### src/rtl/axi_slave_read_channel.sv
// AXI3/AXI4 slave read responder: accepts one AR at a time, walks the burst address and
// returns each beat fetched from a ready/data backend on R with RID, RRESP and RLAST.
module axi_slave_read_channel #(
    parameter int ID_W   = 12,
    parameter int ADDR_W = 32,
    parameter int DATA_W = 32
) (
    input  logic              clk,
    input  logic              rst,
    input  logic [ID_W-1:0]   s_axi_arid,
    input  logic [ADDR_W-1:0] s_axi_araddr,
    input  logic [7:0]        s_axi_arlen,
    input  logic [2:0]        s_axi_arsize,
    input  logic [1:0]        s_axi_arburst,
    input  logic              s_axi_arvalid,
    output logic              s_axi_arready,
    output logic [ID_W-1:0]   s_axi_rid,
    output logic [DATA_W-1:0] s_axi_rdata,
    output logic [1:0]        s_axi_rresp,
    output logic              s_axi_rlast,
    output logic              s_axi_rvalid,
    input  logic              s_axi_rready,
    input  logic              read_ready,
    output logic [ADDR_W-1:0] read_addr,
    input  logic [DATA_W-1:0] read_data
);
    localparam int         ADDR_LSB    = (DATA_W == 64) ? 3 : 2;
    localparam int         BLK_W       = ADDR_W - ADDR_LSB;
    localparam logic [1:0] BURST_INCR  = 2'b01;
    localparam logic [1:0] BURST_RSVD  = 2'b11;
    localparam logic [1:0] RESP_OKAY   = 2'b00;
    localparam logic [1:0] RESP_SLVERR = 2'b10;

    generate
        if (DATA_W != 32 && DATA_W != 64) begin : g_bad_data_w
            $error("axi_slave_read_channel: DATA_W must be 32 or 64");
        end
    endgenerate

    typedef enum logic {
        ST_IDLE,
        ST_ACTIVE
    } state_e;

    state_e            state_q;
    logic              arready_q;
    logic              rvalid_q;
    logic              rlast_q;
    logic [1:0]        rresp_q;
    logic [ID_W-1:0]   rid_q;
    logic [DATA_W-1:0] rdata_q;
    logic [ID_W-1:0]   tx_arid_q;
    logic [ADDR_W-1:0] tx_araddr_q;
    logic [7:0]        tx_arlen_q;
    logic [2:0]        tx_arsize_q;
    logic [1:0]        tx_arburst_q;
    logic              beats_left_q;

    logic              tx_ractive;
    logic              ar_hs;
    logic              r_hs;
    logic              beat_load;
    logic [BLK_W-1:0]  blk_next;
    logic [ADDR_W-1:0] tx_araddr_d;
    logic              unused_arsize;

    assign tx_ractive = (state_q == ST_ACTIVE);
    assign ar_hs      = s_axi_arvalid & arready_q;
    assign r_hs       = rvalid_q & s_axi_rready;
    assign beat_load  = tx_ractive & read_ready & beats_left_q & (~rvalid_q | s_axi_rready);

    // INCR beats after the first land on the next DATA_W-aligned address, wrapping at 2^ADDR_W.
    assign blk_next    = tx_araddr_q[ADDR_W-1:ADDR_LSB] + {{(BLK_W-1){1'b0}}, 1'b1};
    assign tx_araddr_d = {blk_next, {ADDR_LSB{1'b0}}};

    // ARSIZE is held with the transaction but does not steer addressing.
    assign unused_arsize = ^tx_arsize_q;

    // NOTE: every register here uses <= so all branches observe pre-edge values.
    always_ff @(posedge clk) begin
        if (rst) begin
            state_q      <= ST_IDLE;
            arready_q    <= 1'b0;
            rvalid_q     <= 1'b0;
            rlast_q      <= 1'b0;
            rresp_q      <= RESP_OKAY;
            rid_q        <= '0;
            rdata_q      <= '0;
            tx_arid_q    <= '0;
            tx_araddr_q  <= '0;
            tx_arlen_q   <= '0;
            tx_arsize_q  <= '0;
            tx_arburst_q <= '0;
            beats_left_q <= 1'b0;
        end else begin
            case (state_q)
                ST_IDLE: begin
                    arready_q <= ~ar_hs;
                    if (ar_hs) begin
                        tx_arid_q    <= s_axi_arid;
                        tx_araddr_q  <= s_axi_araddr;
                        tx_arlen_q   <= s_axi_arlen;
                        tx_arsize_q  <= s_axi_arsize;
                        tx_arburst_q <= s_axi_arburst;
                        beats_left_q <= 1'b1;
                        state_q      <= ST_ACTIVE;
                    end
                end
                ST_ACTIVE: begin
                    arready_q <= 1'b0;
                    if (beat_load) begin
                        rdata_q  <= read_data;
                        rvalid_q <= 1'b1;
                        rlast_q  <= (tx_arlen_q == 8'd0);
                        rresp_q  <= (tx_arburst_q == BURST_RSVD) ? RESP_SLVERR : RESP_OKAY;
                        rid_q    <= tx_arid_q;
                        if (tx_arburst_q == BURST_INCR) begin
                            tx_araddr_q <= tx_araddr_d;
                        end
                        if (tx_arlen_q != 8'd0) begin
                            tx_arlen_q <= tx_arlen_q - 8'd1;
                        end else begin
                            beats_left_q <= 1'b0;
                        end
                    end else if (r_hs) begin
                        rvalid_q <= 1'b0;
                        if (rlast_q) begin
                            state_q <= ST_IDLE;
                        end
                    end
                end
            endcase
        end
    end

    assign s_axi_arready = arready_q;
    assign s_axi_rvalid  = rvalid_q;
    assign s_axi_rlast   = rlast_q;
    assign s_axi_rresp   = rresp_q;
    assign s_axi_rid     = rid_q;
    assign s_axi_rdata   = rdata_q;
    assign read_addr     = tx_araddr_q;

endmodule

### config.mk
export PLATFORM = sky130hd
export DESIGN_NAME = axi_slave_read_channel
export DESIGN_NICKNAME = d
export VERILOG_FILES = /design/src/rtl/axi_slave_read_channel.sv
export SDC_FILE = /design/constraint.sdc
export NUM_CORES = 1
export LEC_CHECK = 0
export BUFFER_PORTS_ARGS = -buffer_cell sky130_fd_sc_hd__buf_2
export CORE_ASPECT_RATIO = 1.75
export CORE_UTILIZATION = 47
export CTS_BUF_LIST = sky130_fd_sc_hd__clkbuf_8
export CTS_CLUSTER_DIAMETER = 50
export DETAILED_ROUTE_END_ITERATION = 8
export HOLD_SLACK_MARGIN = 0.03
export MAX_ROUTING_LAYER = met4
export PLACE_DENSITY = 0.77
export SKIP_LAST_GASP = 1
export SLEW_MARGIN = 20
export SYNTH_ARGS = -nofsm -noshare
export SYNTH_HDL_FRONTEND = slang
export SYNTH_SLANG_ARGS = --single-unit
### constraint.sdc
create_clock -name clk -period 3.2 [get_ports clk]
set_clock_uncertainty 0.2 [all_clocks]
set_input_delay 0 -clock clk [delete_from_list [all_inputs] [get_ports clk]]
set_output_delay 0 -clock clk [all_outputs]
set_load 0.01 [all_outputs]
==> qor.txt, run 1 <==
Status: completed
R2r startpoint: state_q
Reg clk slew, reported paths: 0.11 ns
Gr ovfl total: 0
CTS tree: yes
Critical Path Fanout Max: 30
Post-Route Setup TNS: 0 ns
WP data required: 3.31 ns
Yosys warns: 0
Cell variety after synth: 60
Maximum buffer depth of the clock tree: 2
Final net count: 979
Vias per Instance: 5.63
Crit-path slowest cell: and3_1
Worst-margin pin slew: 0.735 ns
Top FF cell, synth: dfxtp_1
Share of layout cells above drive strength 1: 24.1%
First-pass DRT Iterations: 7
Comb power frac: 16.9%
RSZ-0062 raised after global routing: false
Critical Path AT: 2.91 ns
CP bufs+invs: 3
CP top delay family: buffers and inverters
DR WL/cell: 16.2 um
Max-slew violations: 0
Hold Startpoint: read_data[31]
Clock root cell: clkbuf_8
DP Wirelength: 9950 um
Hold Vio Cnt, Final: 0
Setup WS pre-CTS: 0.688 ns
Post-DP Area: 5690 um2
Slew headroom: 50.9%
Core area: 9850 um2
Setup crit start: state_q
Tmin final: 2.80 ns
N_diodes: 0
Number of placement rows: 48
Die span in y: 135 um
Largest net degree at the start of global routing: 71
CTS sink cnt: 104
Routed vias: 5707
Post-synthesis sequential area ratio: 43.6%
Worst Slack Setup Final: 0.400 ns
Sequential Power Share: 52.7%
Endpoints failing setup: 0
CP Cell Sequence: buf_4 -> inv_1 -> and3_1 -> a22oi_1 -> o22ai_1 -> dlygate4sd3_1
Final ANT Viol Nets: 0
Num CTS Buffers: 9
Class of the worst hold path: primary input to register
Layout area overhead: 47.6%
Die area: 10600 um2
Routed wire length: 16400 um
NetSw: 779 uW
Yosys reg bits: 104
Internal: 1.87 mW
Max Cap Viol: 0
Clock power frac: 30.4%
Sw Ratio: 29.4%
Period utilisation layout: 87.5%
Number of global-route vias before repair: 5549
I/O pin cnt: 175
DRC violations left: 0
Hold depth: 4
Worst-Skew Late Latency: 0.38 ns
R2R depth: 6
Iteration-0 DRC Markers: 303
Critical Path Stages: 6
Max VDD drop: 0.351 mV
CP Capture Type: register
Syn_nets: 715
Antenna violations before repair: 0
Die width: 78.2 um
CP peak stage delay: 0.65 ns
WHS: 0.190 ns
Fin area: 7040 um2
Crit start category: register
First-pass GRT wire length: 25500 um
Setup Buffers After CTS: 0
Async S/R FF share, synth: 0%
Cells after Synth: 619
Peak Freq: 0.357 GHz
Fillers: 762
Avg Inst Size Synth: 7.71 um2
WS Path Type: register to register
Total GRT Usage: 31.4%
Starting density of the core: 48.5%
Core Util, Final: 71.5%
Placer Congestion: 0.901
Pwr dens: 376 nW/um2
I/O Buffers: 170
Pleak: 2.88 nW
Synth Cell Area: 4770 um2
H-tree Lvls: 3
Post-synth EDFFs: 0
[cells in the final DEF (no fill, tap or decap), types with 5 or more instances in the layout]
cell / count
buf_2: 169
nand2_1: 148
dlygate4sd3_1: 116
dfxtp_1: 103
a21oi_1: 97
nand3_1: 27
nor2_1: 25
o21ai_0: 24
and3_1: 17
buf_4: 13
nor3_1: 10
nand4_1: 10
a211oi_1: 9
clkbuf_8: 9
inv_1: 7
nand2b_1: 7
o22ai_1: 5
a31oi_1: 5
a22oi_1: 5
[power groups by stage]
| stage | Clock (mW) | Sequential [mW] | Combinational (mW) |
|---|---|---|---|
| 6_report | 0.804 | 1.40 | 0.449 |
| 5_1_grt | 0.871 | 1.40 | 0.486 |
| 4_1_cts | 0.815 | 1.39 | 0.440 |
| 3_5_place_dp | 0 | 1.42 | 0.342 |
| 3_3_place_gp | 0 | 1.42 | 0.331 |
| 2_1_floorplan | 0 | 1.42 | 0.200 |
[through the flow]
step / power [mW] / std cells
2_1_floorplan: 1.62 / 619
3_3_place_gp: 1.75 / 881
3_5_place_dp: 1.77 / 881
4_1_cts: 2.65 / 1013
5_1_grt: 2.76 / 1013
6_report: 2.65 / 1013
[flip-flops by register name, indices dropped and copies added (netlist names), 2 cells and up]
register	flops
read_addr	32
s_axi_rdata	32
s_axi_rid	12
tx_arburst_q	2
tx_arid_q	12
tx_arlen_q	8
[per-layer routing]
metal,up-vias,part of all wire (%),global-route usage (%)
li1,2718,-,-
met1,2649,36,30.8
met2,264,54,56.8
met3,76,5.2,4.65
met4,0,5.4,20.0
met5,-,0,-
[Yosys cell counts, drive strengths merged (2+ instances only)]
cell	number	area, um2
a211oi	9	67.6
a21o	3	22.5
a21oi	97	485
a22oi	5	37.5
a31oi	5	31.3
and2	3	18.8
and3	17	106
and4	4	35.0
and4b	2	20.0
buf	11	58.8
clkbuf	34	128
dfxtp	104	2080
ha	2	25.0
inv	7	26.3
mux2	3	33.8
mux2i	2	20.0
nand2	148	556
nand2b	7	43.8
nand3	28	153
nand3b	2	15.0
nand4	10	62.6
nor2	26	97.6
nor2b	4	25.0
nor3	11	60.1
nor4	5	52.6
o211ai	2	15.0
o21a	2	15.0
o21ai	26	141
o221ai	4	35.0
o22ai	5	31.3
o2bb2ai	3	26.3
o31a	2	17.5
o31ai	3	36.3
o32ai	3	26.3
or2	2	12.5
or3	3	18.8
[cell type report]
type / instances / area, um2 / area share [%]
sequential: 104 / 2080 / 29.6
multi-input combinational: 463 / 2480 / 35.3
timing repair buffer: 298 / 2100 / 29.9
inverter: 7 / 26.3 / 0.373
clock buffer: 9 / 124 / 1.76
tap: 125 / 156 / 2.22
clock inverter: 7 / 62.6 / 0.888
[worst register-to-register path: stages, from the launching register on]
cell and delay (ns):
dfxtp_2 0.38, buf_4 0.24, inv_1 0.34, and3_1 0.65, a22oi_1 0.20, o22ai_1 0.17, dlygate4sd3_1 0.56
[logic make-up after synthesis]
family,after synthesis,synth area share [%]
adders and majority gates,2,0.524
muxes,5,1.13
AOI/OAI and AO/OA,179,22.7
other,1,0.0786
buffers and inverters,52,4.46
DFF,104,43.6
and+or+nand+nor,276,27.5
[path summary, 6_finish.rpt]
kind | slack [ns] | to
setup / recovery | 0.40 | read_addr[29]
hold / removal | 0.19 | s_axi_rdata[31]
setup reg to reg | 0.40 | read_addr[29]
hold reg to reg | 0.26 | s_axi_rresp[1]
[repair_timing]
item	CTS	global route
endpoints found under the hold margin	101	0
resized for setup	0	0
hold buffers	116	0
Power figures use the tool's default switching activity.
==> inputs of run 2 (changes only) <==
PLACE_DENSITY = 0.82   (was 0.77)
SKIP_CTS_REPAIR_TIMING = 1   (was not set)
==> run 2 against run 1 <==
Compared with the run above: global-route usage decreased by 5.2 points; worst hold slack improved by 0.026 ns; largest cell class unchanged; cell area increased by 0.21%; clock power increased by 12%; total power increased by 3.7%; fmax increased by 2.7%; utilization increased by 0.15 points; combinational power about the same; sequential share of layout area decreased by 0.063 points; largest power group unchanged; worst setup slack improved by 0.073 ns.
==> qor.txt, run 2 (synthesis gave the netlist of run 1 again) <==
Met1 global-route usage: 26.6%
Fillers: 745
R2r startpoint: state_q
Reg clk slew, reported paths: 0.11 ns
Period utilisation layout: 85.2%
Hold depth: 4
Number of placement rows: 48
Gr ovfl total: 0
First-pass GRT wire length: 21600 um
Critical Path Fanout Max: 50
R2R Setup Slk: 0.47 ns
I/O Buffers: 170
Class of the worst hold path: primary input to register
Share of layout cells above drive strength 1: 24.0%
Number of global-route vias before repair: 4827
Worst-Skew Late Latency: 0.38 ns
Met2 Use GR: 47.0%
Core area: 9850 um2
Routed wire length: 16900 um
Layout area overhead: 47.9%
Final net count: 977
Routed vias: 5833
Total GRT Usage: 26.1%
N_diodes: 0
Tmin final: 2.73 ns
Max Cap Viol: 0
Commonest non-fill, non-tap cell in the layout: buf_2
DR WL/cell: 16.7 um
WS Path Type: register to register
Setup crit start: state_q
GRT met3 Usage: 3.64%
DP Wirelength: 9750 um
Post-Route Setup TNS: 0 ns
Die span in y: 135 um
CP Capture Type: register
WP data required: 3.32 ns
Hold Vio Cnt, Final: 0
Maximum buffer depth of the clock tree: 2
Crit start category: register
First-pass DRT Iterations: 6
I/O pin cnt: 175
Antenna violations before repair: 0
Die area: 10600 um2
CTS tree: yes
Slew headroom: 54.7%
Max VDD drop: 0.292 mV
GRT busiest layer: met2
Hold Startpoint: read_data[26]
Peak Freq: 0.367 GHz
R2R depth: 7
H-tree Lvls: 3
WHS: 0.216 ns
Max-slew violations: 0
Vias per Instance: 5.77
Die width: 78.2 um
Endpoints failing setup: 0
Starting density of the core: 48.5%
Pwr dens: 389 nW/um2
Critical Path AT: 2.84 ns
Endpoint, Worst Hold: s_axi_rdata[26]
Placer Congestion: 0.883
Largest net degree at the start of global routing: 54
Pleak: 2.88 nW
Most frequent cells in the layout: buf_2 (169), nand2_1 (148), dlygate4sd3_1 (115)
Clock root cell: clkbuf_8
Num CTS Buffers: 9
Worst-margin pin slew: 0.680 ns
Status: completed
CTS sink cnt: 104
RSZ-0062 raised after global routing: false
Final ANT Viol Nets: 0
Iteration-0 DRC Markers: 398
Worst reg2reg path endpoint: tx_arid_q[7]
DRC violations left: 0
## run 2: cell types whose count changed in the layout (fill, tap and decap cells not counted)
cell and change:
dlygate4sd3_1 -1, bufinv_16 +1, buf_4 -1, clkinv_4 -1, clkinv_2 -1, clkinv_8 +1
## run 2: worst max-delay path, stage by stage (launching register included)
cell,delay (ns)
dfxtp_2,0.37
buf_4,0.28
inv_1,0.13
buf_4,0.19
and3_1,0.62
nand2_1,0.14
a21oi_1,0.15
dlygate4sd3_1,0.57
## run 2: metal layers
metal,up-vias,routed length [um],part of all wire (%)
met2,319,9250,55
met4,0,724,4.3
met5,-,0,0
li1,2707,-,-
met3,79,1070,6.3
met1,2728,5890,35
## run 2: report_power, final
part | internal [mW] | switching, mW
Combinational | 0.226 | 0.226
Clock | 0.387 | 0.513
Sequential | 1.34 | 0.0560
Total | 1.95 | 0.795
## run 2: final cells by class
type,count,area [um2],area share (%)
multi-input cells,463,2480,35.2
repair buffers,296,2090,29.6
flip-flops and latches,104,2080,29.5
well taps,125,156,2.22
clock buffers,9,124,1.76
clock inverters,7,95.1,1.35
inverters,7,26.3,0.372
## run 2: how the worst max path moves through the flow
| stage | endpoint | slack, ns | cells past startpoint |
|---|---|---|---|
| after global routing | tx_arid_q[7] | 0.34 | 7 |
| after floorplan | read_addr[28] | 1.01 | 6 |
| after global placement | read_addr[28] | 0.81 | 6 |
| after CTS | read_addr[28] | 0.72 | 6 |
| after detailed placement | read_addr[28] | 0.73 | 6 |
| final | tx_arid_q[7] | 0.47 | 7 |
## run 2: metrics by stage
| step | utilization, % | power, mW | cells | instance area, um2 | setup WS (ns) |
|---|---|---|---|---|---|
| after detailed placement | 57.7 | 1.76 | 880 | 5690 | 0.725 |
| after CTS | 60.0 | 2.65 | 896 | 5910 | 0.723 |
| final | 71.6 | 2.75 | 1011 | 7060 | 0.474 |
| after global placement | 57.7 | 1.75 | 880 | 5690 | 0.813 |
| after floorplan | - | 1.62 | 619 | 4770 | 1.01 |
| after global routing | 71.6 | 2.85 | 1011 | 7060 | 0.341 |
==> inputs of run 3 (changes only) <==
CORE_UTILIZATION = 55   (was 47)
PLACE_DENSITY = 0.93   (was 0.82)
SKIP_LAST_GASP = not set   (was 1)
==> run 3 against run 2 <==
Compared with the run above: fmax down 7.0%; critical endpoint is now tx_arlen_q[7]; critical path depth unchanged; total power down 0.77%; largest cell class unchanged; cell area down 0.98%; global-route usage up 4.8 points; utilization up 12 points; first-iteration DRC count up 94%; clock power down 3.4%.
==> qor.txt, run 3 (synthesis gave the netlist of run 1 again) <==
Post-DP Area: 5670 um2
Worst-Skew Late Latency: 0.37 ns
Largest net degree at the start of global routing: 71
Final net count: 973
Pwr dens: 390 nW/um2
CTS sink cnt: 104
Commonest non-fill, non-tap cell in the layout: buf_2
N_diodes: 0
Num CTS Buffers: 9
Hold Vio Cnt, Final: 0
Setup WS pre-CTS: 0.714 ns
Sequential Power Share: 51.3%
Worst-margin pin slew: 0.733 ns
Clock power frac: 31.9%
Internal: 1.95 mW
Class of the worst hold path: primary input to register
Number of placement rows: 44
Critical Path Fanout Max: 36
Die span in y: 125 um
WS Path Type: register to register
Slew headroom: 51.1%
Final ANT Viol Nets: 0
Sw Ratio: 28.4%
I/O Buffers: 170
Post-Route Setup TNS: 0 ns
H-tree Lvls: 3
CTS tree: yes
Clock root cell: clkbuf_8
Antenna violations before repair: 0
Layout area overhead: 46.4%
Starting density of the core: 57.0%
CP Capture Type: register
Share of layout cells above drive strength 1: 24.1%
Tmin final: 2.93 ns
NetSw: 774 uW
Comb power frac: 16.9%
Die width: 72.4 um
Endpoints failing setup: 0
DRC violations left: 0
DR WL/cell: 18.7 um
Fillers: 502
DP Wirelength: 9430 um
Gr ovfl total: 0
RSZ-0062 raised after global routing: false
Max VDD drop: 0.286 mV
First-pass GRT wire length: 21800 um
Crit start category: register
Max-slew violations: 0
Placer Congestion: 0.947
Reg clk slew, reported paths: 0.10 ns
Routed wire length: 18600 um
First-pass DRT Iterations: 8
Pleak: 2.86 nW
Multi-input gate area: 2480 um2
Number of global-route vias before repair: 4835
Core area: 8370 um2
Status: completed
Sequential cell area: 2080 um2
Total GRT Usage: 30.9%
WP data required: 3.27 ns
Iteration-0 DRC Markers: 771
Die area: 9070 um2
Fin area: 6990 um2
Core Util, Final: 83.5%
Most frequent cells in the layout: buf_2 (169), nand2_1 (148), dlygate4sd3_1 (111)
Critical Path AT: 3.00 ns
Peak Freq: 0.341 GHz
Routed vias: 6087
Worst Slack Setup Final: 0.269 ns
Vias per Instance: 6.11
Max Cap Viol: 0
Maximum buffer depth of the clock tree: 2
I/O pin cnt: 175
Period utilisation layout: 91.6%
-- run 3: power groups by stage --
| stage | Clock [mW] | Sequential, mW | Combinational, mW |
|---|---|---|---|
| global placement | 0 | 1.42 | 0.329 |
| finish | 0.869 | 1.40 | 0.460 |
| floorplan | 0 | 1.42 | 0.200 |
| detailed placement | 0 | 1.42 | 0.341 |
| global route | 0.932 | 1.40 | 0.493 |
| CTS | 0.861 | 1.39 | 0.343 |
-- run 3: final timing paths --
path	start	endpoint	slack [ns]	depth (start not counted)
worst min register to register	s_axi_rid[6]	s_axi_rid[6]	0.26	2
worst max-delay path	state_q	tx_arlen_q[7]	0.27	7
worst min-delay path	s_axi_arid[1]	tx_arid_q[1]	0.22	4
worst max register to register	state_q	tx_arlen_q[7]	0.27	7
-- run 3: area by class of cell --
class	count	area share (%)
clock inverter	6	0.931
clock buffer	10	1.97
multi-input combinational	463	35.6
timing repair buffer	292	29.3
inverter	7	0.376
tap	115	2.06
sequential	104	29.8
-- run 3: per-stage QoR --
stage	instances	total power, mW	hold slack, ns
after floorplan	619	1.62	-0.0640
after global placement	870	1.75	0.0397
after detailed placement	870	1.76	0.0467
after CTS	886	2.60	-0.364
after global routing	997	2.83	0.200
final	997	2.73	0.219
-- run 3: routing by layer --
| metal | GRT usage [%] | share of wire, % |
|---|---|---|
| met1 | 33.9 | 33 |
| met2 | 52.6 | 52 |
| met3 | 3.95 | 8.3 |
| met4 | 17.1 | 6.7 |
| met5 | - | 0 |
-- run 3: critical path: stages, from the launching register on --
cell	delay [ns]
dfxtp_2	0.35
buf_4	0.33
inv_1	0.42
buf_4	0.35
or3_1	0.39
o21ai_0	0.10
a211oi_1	0.10
dlygate4sd3_1	0.59
